### config.mk
export PLATFORM = sky130hd
export DESIGN_NAME = cereal_word_rx
export DESIGN_NICKNAME = d
export VERILOG_FILES = /design/src/rtl/cereal_word_rx_pkg.sv /design/src/rtl/cereal_word_rx_rx.sv /design/src/rtl/cereal_word_rx.sv
export SDC_FILE = /design/constraint.sdc
export NUM_CORES = 1
export LEC_CHECK = 0
export ABC_AREA = 1
export CORE_MARGIN = 2
export CORE_UTILIZATION = 49
export CTS_CLUSTER_SIZE = 10
export DETAILED_ROUTE_END_ITERATION = 16
export GPL_TIMING_DRIVEN = 1
export HOLD_SLACK_MARGIN = 0.15
export PLACE_DENSITY = 0.67
export SKIP_LAST_GASP = 1
export SLEW_MARGIN = 40
export SYNTH_ARGS = -nofsm -noshare
export SYNTH_HDL_FRONTEND = slang
export SYNTH_SLANG_ARGS = --single-unit
### constraint.sdc
create_clock -name sysclk -period 2.9 [get_ports sysclk]
set_input_delay 0.435 -clock sysclk [delete_from_list [all_inputs] [get_ports sysclk]]
set_output_delay 0.435 -clock sysclk [all_outputs]
set_load 0.01 [all_outputs]
### src/rtl/cereal_word_rx_pkg.sv
// Shared constants for the word receiver: ASCII codes, word ids,
// word lengths, letter tables and receiver FSM states.
package cereal_word_rx_pkg;

    localparam int CLKS_PER_BIT_DEF = 10417;
    localparam int DEF_MAX_WORD_LEN = 11;
    localparam int NUM_WORDS = 4;

    localparam logic [7:0] CH_SPACE = 8'h20;
    localparam logic [7:0] CH_A = 8'h41;
    localparam logic [7:0] CH_D = 8'h44;
    localparam logic [7:0] CH_E = 8'h45;
    localparam logic [7:0] CH_F = 8'h46;
    localparam logic [7:0] CH_G = 8'h47;
    localparam logic [7:0] CH_I = 8'h49;
    localparam logic [7:0] CH_M = 8'h4D;
    localparam logic [7:0] CH_N = 8'h4E;
    localparam logic [7:0] CH_P = 8'h50;
    localparam logic [7:0] CH_R = 8'h52;
    localparam logic [7:0] CH_S = 8'h53;
    localparam logic [7:0] CH_T = 8'h54;
    localparam logic [7:0] CH_U = 8'h55;
    localparam logic [7:0] CH_NUL = 8'h00;

    typedef enum logic [2:0] {
        WID_NONE        = 3'd0,
        WID_ENGINEERING = 3'd1,
        WID_ASSIGNMENT  = 3'd2,
        WID_STUDENT     = 3'd3,
        WID_FPGA        = 3'd4
    } word_id_e;

    typedef enum logic [2:0] {
        ST_IDLE,
        ST_START,
        ST_DATA,
        ST_STOP,
        ST_BREAK
    } rx_state_e;

    localparam int LEN_ENGINEERING = 11;
    localparam int LEN_ASSIGNMENT  = 10;
    localparam int LEN_STUDENT     = 7;
    localparam int LEN_FPGA        = 4;

    localparam logic [0:3][3:0] WORD_LEN = '{
        4'(LEN_ENGINEERING), 4'(LEN_ASSIGNMENT),
        4'(LEN_STUDENT), 4'(LEN_FPGA)
    };

    localparam logic [0:3][0:10][7:0] WORD_TBL = '{
        '{CH_E, CH_N, CH_G, CH_I, CH_N, CH_E, CH_E, CH_R, CH_I, CH_N, CH_G},
        '{CH_A, CH_S, CH_S, CH_I, CH_G, CH_N, CH_M, CH_E, CH_N, CH_T, CH_NUL},
        '{CH_S, CH_T, CH_U, CH_D, CH_E, CH_N, CH_T,
          CH_NUL, CH_NUL, CH_NUL, CH_NUL},
        '{CH_F, CH_P, CH_G, CH_A, CH_NUL, CH_NUL, CH_NUL,
          CH_NUL, CH_NUL, CH_NUL, CH_NUL}
    };

    // Positions past the table end read as NUL, which never matches a byte
    // that reached the matcher as a letter.
    function automatic logic [7:0] word_char(
        input logic [1:0]  w,
        input int unsigned i
    );
        if (i < 11) return WORD_TBL[w][i[3:0]];
        return CH_NUL;
    endfunction

endpackage

### src/rtl/cereal_word_rx_rx.sv
// 8N1 UART receiver: two-flop synchroniser, mid-bit sampling FSM,
// registered byte/valid/frame-error outputs.
module cereal_rx
    import cereal_word_rx_pkg::*;
#(
    parameter int CLKS_PER_BIT = CLKS_PER_BIT_DEF
) (
    input  logic       clk_i,
    input  logic       rst_i,
    input  logic       rx_i,
    output logic [7:0] data_o,
    output logic       data_valid_o,
    output logic       frame_err_o
);

    localparam int CW = $clog2(CLKS_PER_BIT);
    localparam logic [CW-1:0] FULL = CW'(CLKS_PER_BIT - 1);
    localparam logic [CW-1:0] HALF = CW'(CLKS_PER_BIT / 2 - 1);

    logic            meta_q, rx_s_q;
    rx_state_e       state_q, state_d;
    logic [CW-1:0]   cnt_q, cnt_d;
    logic [2:0]      bit_q, bit_d;
    logic [7:0]      shift_q, shift_d;
    logic [7:0]      data_q, data_d;
    logic            dv_q, dv_d;
    logic            fe_q, fe_d;

    always_ff @(posedge clk_i) begin
        if (rst_i) begin
            meta_q <= 1'b1;
            rx_s_q <= 1'b1;
        end else begin
            meta_q <= rx_i;
            rx_s_q <= meta_q;
        end
    end

    always_ff @(posedge clk_i) begin
        if (rst_i) begin
            state_q <= ST_IDLE;
            cnt_q   <= '0;
            bit_q   <= '0;
            shift_q <= '0;
            data_q  <= '0;
            dv_q    <= 1'b0;
            fe_q    <= 1'b0;
        end else begin
            state_q <= state_d;
            cnt_q   <= cnt_d;
            bit_q   <= bit_d;
            shift_q <= shift_d;
            data_q  <= data_d;
            dv_q    <= dv_d;
            fe_q    <= fe_d;
        end
    end

    always_comb begin
        state_d = state_q;
        cnt_d   = cnt_q;
        bit_d   = bit_q;
        shift_d = shift_q;
        data_d  = data_q;
        dv_d    = 1'b0;
        fe_d    = 1'b0;
        unique case (state_q)
            ST_IDLE: begin
                if (!rx_s_q) begin
                    state_d = ST_START;
                    cnt_d   = HALF;
                end
            end
            ST_START: begin
                if (cnt_q != '0) begin
                    cnt_d = cnt_q - 1'b1;
                end else if (rx_s_q) begin
                    state_d = ST_IDLE;
                end else begin
                    state_d = ST_DATA;
                    cnt_d   = FULL;
                    bit_d   = '0;
                end
            end
            ST_DATA: begin
                if (cnt_q != '0) begin
                    cnt_d = cnt_q - 1'b1;
                end else begin
                    shift_d = {rx_s_q, shift_q[7:1]};
                    cnt_d   = FULL;
                    if (bit_q == 3'd7) state_d = ST_STOP;
                    else               bit_d   = bit_q + 1'b1;
                end
            end
            ST_STOP: begin
                if (cnt_q != '0) begin
                    cnt_d = cnt_q - 1'b1;
                end else if (rx_s_q) begin
                    data_d  = shift_q;
                    dv_d    = 1'b1;
                    state_d = ST_IDLE;
                end else begin
                    fe_d    = 1'b1;
                    state_d = ST_BREAK;
                end
            end
            ST_BREAK: begin
                if (rx_s_q) state_d = ST_IDLE;
            end
            default: state_d = ST_IDLE;
        endcase
    end

    assign data_o       = data_q;
    assign data_valid_o = dv_q;
    assign frame_err_o  = fe_q;

endmodule

### src/rtl/cereal_word_rx.sv
// Word receiver top: UART receiver plus a matcher that recognises
// ENGINEERING / ASSIGNMENT / STUDENT / FPGA terminated by a space.
module cereal_word_rx
    import cereal_word_rx_pkg::*;
#(
    parameter int CLKS_PER_BIT = CLKS_PER_BIT_DEF,
    parameter int MAX_WORD_LEN = DEF_MAX_WORD_LEN
) (
    input  logic       sysclk,
    input  logic       reset,
    input  logic       rx,
    output logic [7:0] data,
    output logic       data_valid,
    output logic       frame_err,
    output logic [2:0] word_id,
    output logic       word_valid
);

    localparam int IDX_W = $clog2(MAX_WORD_LEN + 1);

    logic [7:0]           rx_data;
    logic                 rx_dv, rx_fe;
    logic [NUM_WORDS-1:0] alive_q, alive_d;
    logic [NUM_WORDS-1:0] hit;
    logic [IDX_W-1:0]     idx_q, idx_d;
    logic                 dead_q, dead_d;
    logic [2:0]           wid_q, wid_d, hit_id;
    logic                 wv_q, wv_d;

    cereal_rx #(
        .CLKS_PER_BIT(CLKS_PER_BIT)
    ) u_rx (
        .clk_i       (sysclk),
        .rst_i       (reset),
        .rx_i        (rx),
        .data_o      (rx_data),
        .data_valid_o(rx_dv),
        .frame_err_o (rx_fe)
    );

    always_ff @(posedge sysclk) begin
        if (reset) begin
            alive_q <= '1;
            idx_q   <= '0;
            dead_q  <= 1'b0;
            wid_q   <= WID_NONE;
            wv_q    <= 1'b0;
        end else begin
            alive_q <= alive_d;
            idx_q   <= idx_d;
            dead_q  <= dead_d;
            wid_q   <= wid_d;
            wv_q    <= wv_d;
        end
    end

    always_comb begin
        hit    = '0;
        hit_id = WID_NONE;
        for (int w = 0; w < NUM_WORDS; w++) begin
            hit[w] = alive_q[w] && (int'(WORD_LEN[w]) == int'(idx_q));
            if (hit[w]) hit_id = 3'(w + 1);
        end
    end

    always_comb begin
        alive_d = alive_q;
        idx_d   = idx_q;
        dead_d  = dead_q;
        wid_d   = wid_q;
        wv_d    = 1'b0;
        if (rx_fe) dead_d = 1'b1;
        if (rx_dv) begin
            if (rx_data == CH_SPACE) begin
                // A lone space (empty word) is ignored entirely.
                if (idx_q != '0) begin
                    wv_d  = 1'b1;
                    wid_d = WID_NONE;
                    if (!dead_q && $onehot(hit)) wid_d = hit_id;
                end
                alive_d = '1;
                idx_d   = '0;
                dead_d  = 1'b0;
            end else begin
                for (int w = 0; w < NUM_WORDS; w++) begin
                    alive_d[w] = alive_q[w]
                        && (int'(idx_q) < int'(WORD_LEN[w]))
                        && (rx_data == word_char(2'(w), int'(idx_q)));
                end
                if (int'(idx_q) < MAX_WORD_LEN) idx_d = idx_q + 1'b1;
            end
        end
    end

    assign data       = rx_data;
    assign data_valid = rx_dv;
    assign frame_err  = rx_fe;
    assign word_id    = wid_q;
    assign word_valid = wv_q;

endmodule
; Yosys cells after proc, flatten, opt, wreduce, memory -nomap -nowiden
; Memories as Yosys holds them, arrays and structs flattened.
; Cells that the tools add are included.
[word_totals]
regBits = 53
mem_count = 4
elab_cells = 150
out_inout_bits = 14
romBits = 512
[memory_table]
columns = name, words, word_bits, read_ports, rd_ports_with_merged_regs, wr, line
row1 = (no name shown), 16, 8, 1, 0, 0, cereal_word_rx_pkg.sv:66  ; if (i < 11) return WORD_TBL[w][i[3:0]];
row2 = (no name shown), 16, 8, 1, 0, 0, cereal_word_rx_pkg.sv:66
row3 = (no name shown), 16, 8, 1, 0, 0, cereal_word_rx_pkg.sv:66
row4 = (no name shown), 16, 8, 1, 0, 0, cereal_word_rx_pkg.sv:66
[classes]
n_reduce_logical = 29
eq_ne = 25
mux = 61
add_sub_neg = 6
order_cmp = 6
bitwise = 5
[op_table]
columns = operator, n
row1 = 8-bit two-way mux, 24
row2 = 14-bit two-way mux, 5
row3 = 14-bit one-hot mux with 4 select lines, 1
row4 = 3-bit two-way mux, 15
row5 = 8-bit equality test, 4
row6 = "4-bit equality test, first input constant", 4
row7 = 3-bit one-hot mux with 5 select lines, 1
row8 = 14-bit nonzero test, 1
row9 = "14-bit by 1-bit subtractor with 14-bit output, second input constant", 1
row10 = 1-bit logical AND, 13
row11 = "4-bit < comparator, second input constant", 3
row12 = 4-bit two-way mux, 3
row13 = "2-bit != test, second input constant", 6
row14 = 1-bit two-way mux, 10
row15 = "8-bit by 6-bit equality test with 1-bit output, second input constant", 1
row16 = "4-bit by 3-bit < comparator with 1-bit output, second input constant", 2
row17 = 4-bit nonzero test, 2
row18 = "3-bit by 1-bit equality test with 1-bit output, second input constant", 2
row19 = "3-bit by 2-bit equality test with 1-bit output, second input constant", 2
row20 = "3-bit equality test, second input constant", 2
row21 = "2-bit by 1-bit != test with 1-bit output, second input constant", 3
row22 = 3-bit one-hot mux with 2 select lines, 1
row23 = 3-bit AND reduction, 2
row24 = 6-bit AND reduction, 1
row25 = 16 further kinds, 23

; Depth between registers and ports, before layout
[depth]
ltp_word = 11
mapped_depth = 16

; Cells and area by module
; Synthesis repeated with hierarchy kept, for this count alone.
[hier_totals]
cells_unflattened = 542
area_unflattened_um2 = 3453.3
[by_module_without_submodules]
columns = mod, cells_per_inst, n_inst, area_each_um2
row1 = cereal_rx, 302, 1, 2062.0
row2 = cereal_word_rx, 240, 1, 1391.3

; Least setup slack after synthesis
; No wires, ideal clock.
[synth_path]
path_kind = register to register
start = reg idx_q[1]
end = reg wid_q[0], in the netlist word_id[0]
arrival_ps = 2438
slack_ps = 388
period_less_slack_ps = 2512
t_required_ps = 2826
path_stages_with_launch = 14
cell_sequence = dfxtp_1 -> ha_1 -> nand2_1 -> nor3_1 -> fa_1 -> ha_1 -> ha_1 -> inv_1 -> nand2_1 -> nor3_1 -> nand2_1 -> inv_1 -> o21ai_0 -> o21ai_0
[synth_via]
elab_chain_cells = 7
[synth_lines]
columns = element, line
row1 = from (decl), cereal_word_rx.sv:25  ; logic [IDX_W-1:0] idx_q, idx_d;
row2 = from (signal assigned), cereal_word_rx.sv:50  ; idx_q <= idx_d;
row3 = 4-bit equality test, cereal_word_rx.sv:61  ; hit[w] = alive_q[w] && (int'(WORD_LEN[w]) == int'(idx_q));
row4 = 1-bit logical AND, cereal_word_rx.sv:61
row5 = 1-bit by 1-bit adder with 2-bit output (not written as such) / 1-bit two-way mux (equally long branches), "cereal_word_rx.sv:79, cereal_word_rx.sv:62"
row6 = 2-bit by 2-bit adder with 3-bit output (not written as such) / 3-bit two-way mux (equally long branches), "cereal_word_rx.sv:79, cereal_word_rx.sv:62"
row7 = 3-bit by 1-bit equality test with 1-bit output / 3-bit two-way mux (equally long branches), "cereal_word_rx.sv:79, cereal_word_rx.sv:62"
row8 = 1-bit logical AND / 3-bit two-way mux (equally long branches), "cereal_word_rx.sv:79, cereal_word_rx.sv:62"
row9 = 3-bit two-way mux, cereal_word_rx.sv:79  ; if (!dead_q && $onehot(hit)) wid_d = hit_id;
row10 = to (signal assigned), cereal_word_rx.sv:52  ; wid_q <= wid_d;
row11 = to (decl), cereal_word_rx.sv:27  ; logic [2:0] wid_q, wid_d, hit_id;
; Several ways; a longest one is shown, not always the timed one.
; A chain may end at the register's enable or synchronous reset.

; Worst setup path after layout
; Ends and elaborated chain as after synthesis.

==> results.txt <==
In this run, synthesis produced a sequential element count of 53. The proportion of layout cells with a drive suffix above 1 came out at 7.10%. The number of global-route vias before repair came out at 2940. The clock passes through at most 2 buffers. In the synthesized netlist the dominant register cell turns out to be sky130_fd_sc_hd__dfxtp_1. The arrival time reported for the critical path endpoint is 2.82 ns. The internal power of the cells is 1.55 mW. The cts-stage hold buffer count is 0.

The wire length per cell after detailed routing is 12.9 um. The remaining antenna violation count came out at 0. After synthesis, the cell types taking the most area are sky130_fd_sc_hd__dfxtp_1 32%, sky130_fd_sc_hd__nand2_1 16%, sky130_fd_sc_hd__nor2_1 9.8%. The flop-to-flop setup slack is just over 0.3 ns. The number of cell rows is 30.

The area of the placeable core came out at between 6000 and 7000 um^2. The number of levels the H-tree was split into came out at 2. The net count of the mapped netlist is 550.

17 I/O pins were placed. The final antenna diode count is 0. The count of input and output buffers is 16.

In the final layout, flip-flops and latches occupy roughly 1100 um^2. The all-layer global routing usage is between 20% and 30%. The flow ran to the end, and the final reports show no timing, DRC or antenna violations. Of all cell types, the one taking the most synthesized area is sky130_fd_sc_hd__dfxtp_1. The tightest min-delay check is of the flop to flop type. The initial standard-cell utilization of the core is between 50% and 60%. The total negative setup slack came out at 0 ns. Setup repair after global routing left no endpoint under its margin. The reg-to-reg critical path startpoint is idx_q[1]. The number of buffer and inverter instances along the worst setup path came out at 4. The x dimension of the die came out at 86.8 um. The category of the critical setup timing path is flop to flop. The net switching fraction of the power came out at between 40% and 50%. The insertion delay to the later sink of the worst-skew pair came out at about 0.30 ns. The data required time of the worst path came out at 3.13 ns. The worst hold path terminates at u_rx.rx_s_q.

The detailed-route wire length is 8100 um. For this block, the initial DRC count from the detailed router was 151. The final setup violation count is 0. On the final layout, the worst clock skew is 0.00587 ns.

The power density normalized to cell area came out at 793 nW/um^2. The slew at the pin closest to its max-slew limit came out at 0.462 ns. The root buffer cell chosen for the clock tree is sky130_fd_sc_hd__clkbuf_8. The clock period could shrink to 2.59 ns.

In this run the vertical extent of the chip is 86.8 um. The sequential element share of the synthesized area is 31.6%. The total overflow left after global routing is 0. The layout overhead on the synthesized area is 9.98%.

The cell area after synthesis came out at 3360 um^2. The post-detailed-route DRC marker count came out at 0. The worst-case headroom to the max-slew limit is 68.9%. The hold-critical path depth is 1.

The total length of routed met3 wires came out at 323 um. Among all stages on the critical path, the largest delay is contributed by sky130_fd_sc_hd__fa_1. The max-slew violation count was 0.

The delay contributed by the slowest stage of the critical path is 0.48 ns. TritonCTS built the clock tree. The largest voltage drop on the vdd net is 0.610 mV. The number of antenna violations at the first check in global routing was 0. The switching power is 1.38 mW. Traced cell by cell, the critical path runs through inv_1, ha_1, nand3_1, inv_1, fa_1, ha_1, ha_1, inv_1, nand2_1, nor3_2, nand2_1, inv_1, o21ai_0, o21ai_0. The number of search-and-repair iterations in the first detailed-routing pass is 5. The register share of total power is between 30 and 40%.

The die footprint is between 7000 and 8000 um^2. The routed length on met1 came out at 3820 um. The number of max-cap violations is 0. The largest fanout on the critical path is 9. After synthesis, the netlist uses 36 different library cells. Summing all placed instances gives a cell area of roughly 3600 um^2.

The maximum achievable frequency came out at 386 MHz. The count of nets after finishing is 567. The average vias per placed instance came out at around 5.2. The post-synthesis average cell area came out at 6.33 um^2. In this run, the combinational gates consume 52.0% of the power.

After routing the design area is 3690 um^2. For the worst flop-to-flop path, the logic depth is 14. The cell that appears most often on the critical path is sky130_fd_sc_hd__inv_1.

After clock tree synthesis, the clock-pin slew on the worst setup and hold paths is about 0.09 ns. The share of synthesized registers carrying an async set or reset came out at 0%. The startpoint identified for the worst hold timing path is u_rx.meta_q. The via count is 3263. The placer's final routability congestion estimate is 0.939. Of the available clock period, the critical path in the final layout requires between 80% and 90%. In the detailed route, the total length drawn on met2 is 3830 um. The first-pass GRT wire length is 13500 um. The sum of net half-perimeters after detailed placement came out at 6240 um. Entering global routing, the biggest net connects 32 pins. Counting the fill cells in the layout gives between 600 and 700. Summing all multi-input logic gate instances after layout gives approximately 2000 um^2. The leakage power summed over all cells came out at about 1.8 nW. The kind of cell with the highest combined delay along the critical path is adder cells. The worst register-to-register path ends at word_id[0]. STA classifies the critical path startpoint as a flop. After detailed routing, no signal wire sits above met4. The number of clock sinks came out at 53. The CTS buffer count came out at 5. The count of warnings emitted by yosys is 0.

Synthesis produced approximately 530 cells. The clock network fraction of design power came out at between 10% and 20%. The number of hold violations in the final report was 0.

The capturing element type of the critical path is a flop. Across all hold checks on the routed design, the worst slack comes to roughly 0.42 ns. The first element of the critical path is idx_q[1]. The area share of the leading cell type in the synthesized netlist is about a third. Counting flops with a built-in enable in the synthesized netlist gives 0.
## metrics by stage
step	std cells	setup WS, ns	total power [mW]	util [%]
6_report	629	0.310	2.93	55.0
5_1_grt	629	0.0817	3.23	55.0
3_3_place_gp	621	0.183	2.51	53.5
3_5_place_dp	621	0.111	2.52	53.5
2_1_floorplan	531	0.388	2.23	-
4_1_cts	629	0.0803	2.95	54.8
## power groups by stage
stage               registers (mW)  logic [mW]  clock network (mW)
finish                        1.00        1.52               0.405
detailed placement            1.01        1.51                   0
global route                  1.02        1.76               0.448
CTS                          0.997        1.53               0.426
global placement              1.01        1.50                   0
floorplan                    0.976        1.25                   0
## cells in the final DEF (no fill, tap or decap), drive strengths merged, types with 2 or more instances in the layout
cell type,synthesis,routed
a21oi,31,31
buf,7,4
clkbuf,3,6
clkdlybuf4s50,0,16
clkinvlp,0,2
dfxtp,53,53
ha,15,15
inv,64,64
nand2,149,149
nand3,38,38
nand4,4,4
nor2,94,94
nor3,11,11
o21a,2,2
o21ai,36,36
or2,3,3
xnor2,2,2
xor2,11,11
## state kept, by name (all words and copies together) (netlist names)
signal and cells:
u_rx.cnt_q 14, u_rx.data_o 8, u_rx.shift_q 8, alive_q 4
idx_q 4, u_rx.bit_q 3, u_rx.state_q 3, word_id 3
dead_q 1, u_rx.data_valid_o 1, u_rx.frame_err_o 1, u_rx.meta_q 1
u_rx.rx_s_q 1, word_valid 1
## area by class of cell
| cell class | count | area share (%) |
|---|---|---|
| Tap cell | 80 | 2.71 |
| Timing Repair Buffer | 20 | 5.15 |
| Clock inverter | 2 | 0.406 |
| Inverter | 64 | 6.57 |
| Sequential cell | 53 | 28.8 |
| Multi-Input combinational cell | 404 | 54.4 |
| Clock buffer | 6 | 1.96 |
## cell families (layout without fill, tap and decap cells)
kind of cell	count (synthesis)	after routing	share of synthesized area (%)
XOR/XNOR	13	13	3.39
AND/OR/NAND/NOR	301	301	38.2
AO/OA/AOI/OAI	74	74	11.7
adder cells (fa/ha/maj)	16	16	6.18
buffers and inverters	74	92	8.94
flip-flops	53	53	31.6
## metal layers
layer	up-vias	track usage (%)
met1	1478	29.5
met2	61	38.3
met3	11	3.33
met4	0	6.53
met5	-	0
li1	1713	-
## Yosys cell counts (3+ instances only)
master                     number
sky130_fd_sc_hd__nor3_1        11
sky130_fd_sc_hd__clkbuf_1       3
sky130_fd_sc_hd__nor2_1        88
sky130_fd_sc_hd__buf_2          4
sky130_fd_sc_hd__inv_1         60
sky130_fd_sc_hd__o21ai_1        3
sky130_fd_sc_hd__or2_2          3
sky130_fd_sc_hd__dfxtp_1       53
sky130_fd_sc_hd__ha_1          15
sky130_fd_sc_hd__o21ai_0       32
sky130_fd_sc_hd__a21oi_1       31
sky130_fd_sc_hd__inv_2          3
sky130_fd_sc_hd__nor2_2         4
sky130_fd_sc_hd__nand3_1       35
sky130_fd_sc_hd__nand2_1      143
sky130_fd_sc_hd__xor2_1        11
sky130_fd_sc_hd__nand4_1        4
sky130_fd_sc_hd__nand2_2        5
## how the worst max path moves through the flow
stage / endpoint / slack [ns] / cells past startpoint
3_3_place_gp: word_id[0] / 0.18 / 13
5_1_grt: word_id[0] / 0.08 / 14
2_1_floorplan: word_id[0] / 0.39 / 13
6_report: word_id[0] / 0.31 / 14
3_5_place_dp: word_id[0] / 0.11 / 13
4_1_cts: word_id[0] / 0.08 / 13
## timing repair
action | in CTS | in global routing
buffers inserted | 0 | 0
gates resized for setup | 0 | 5
endpoints found under the setup margin | 0 | 2
No activity file was read; power rests on OpenSTA's default activity.
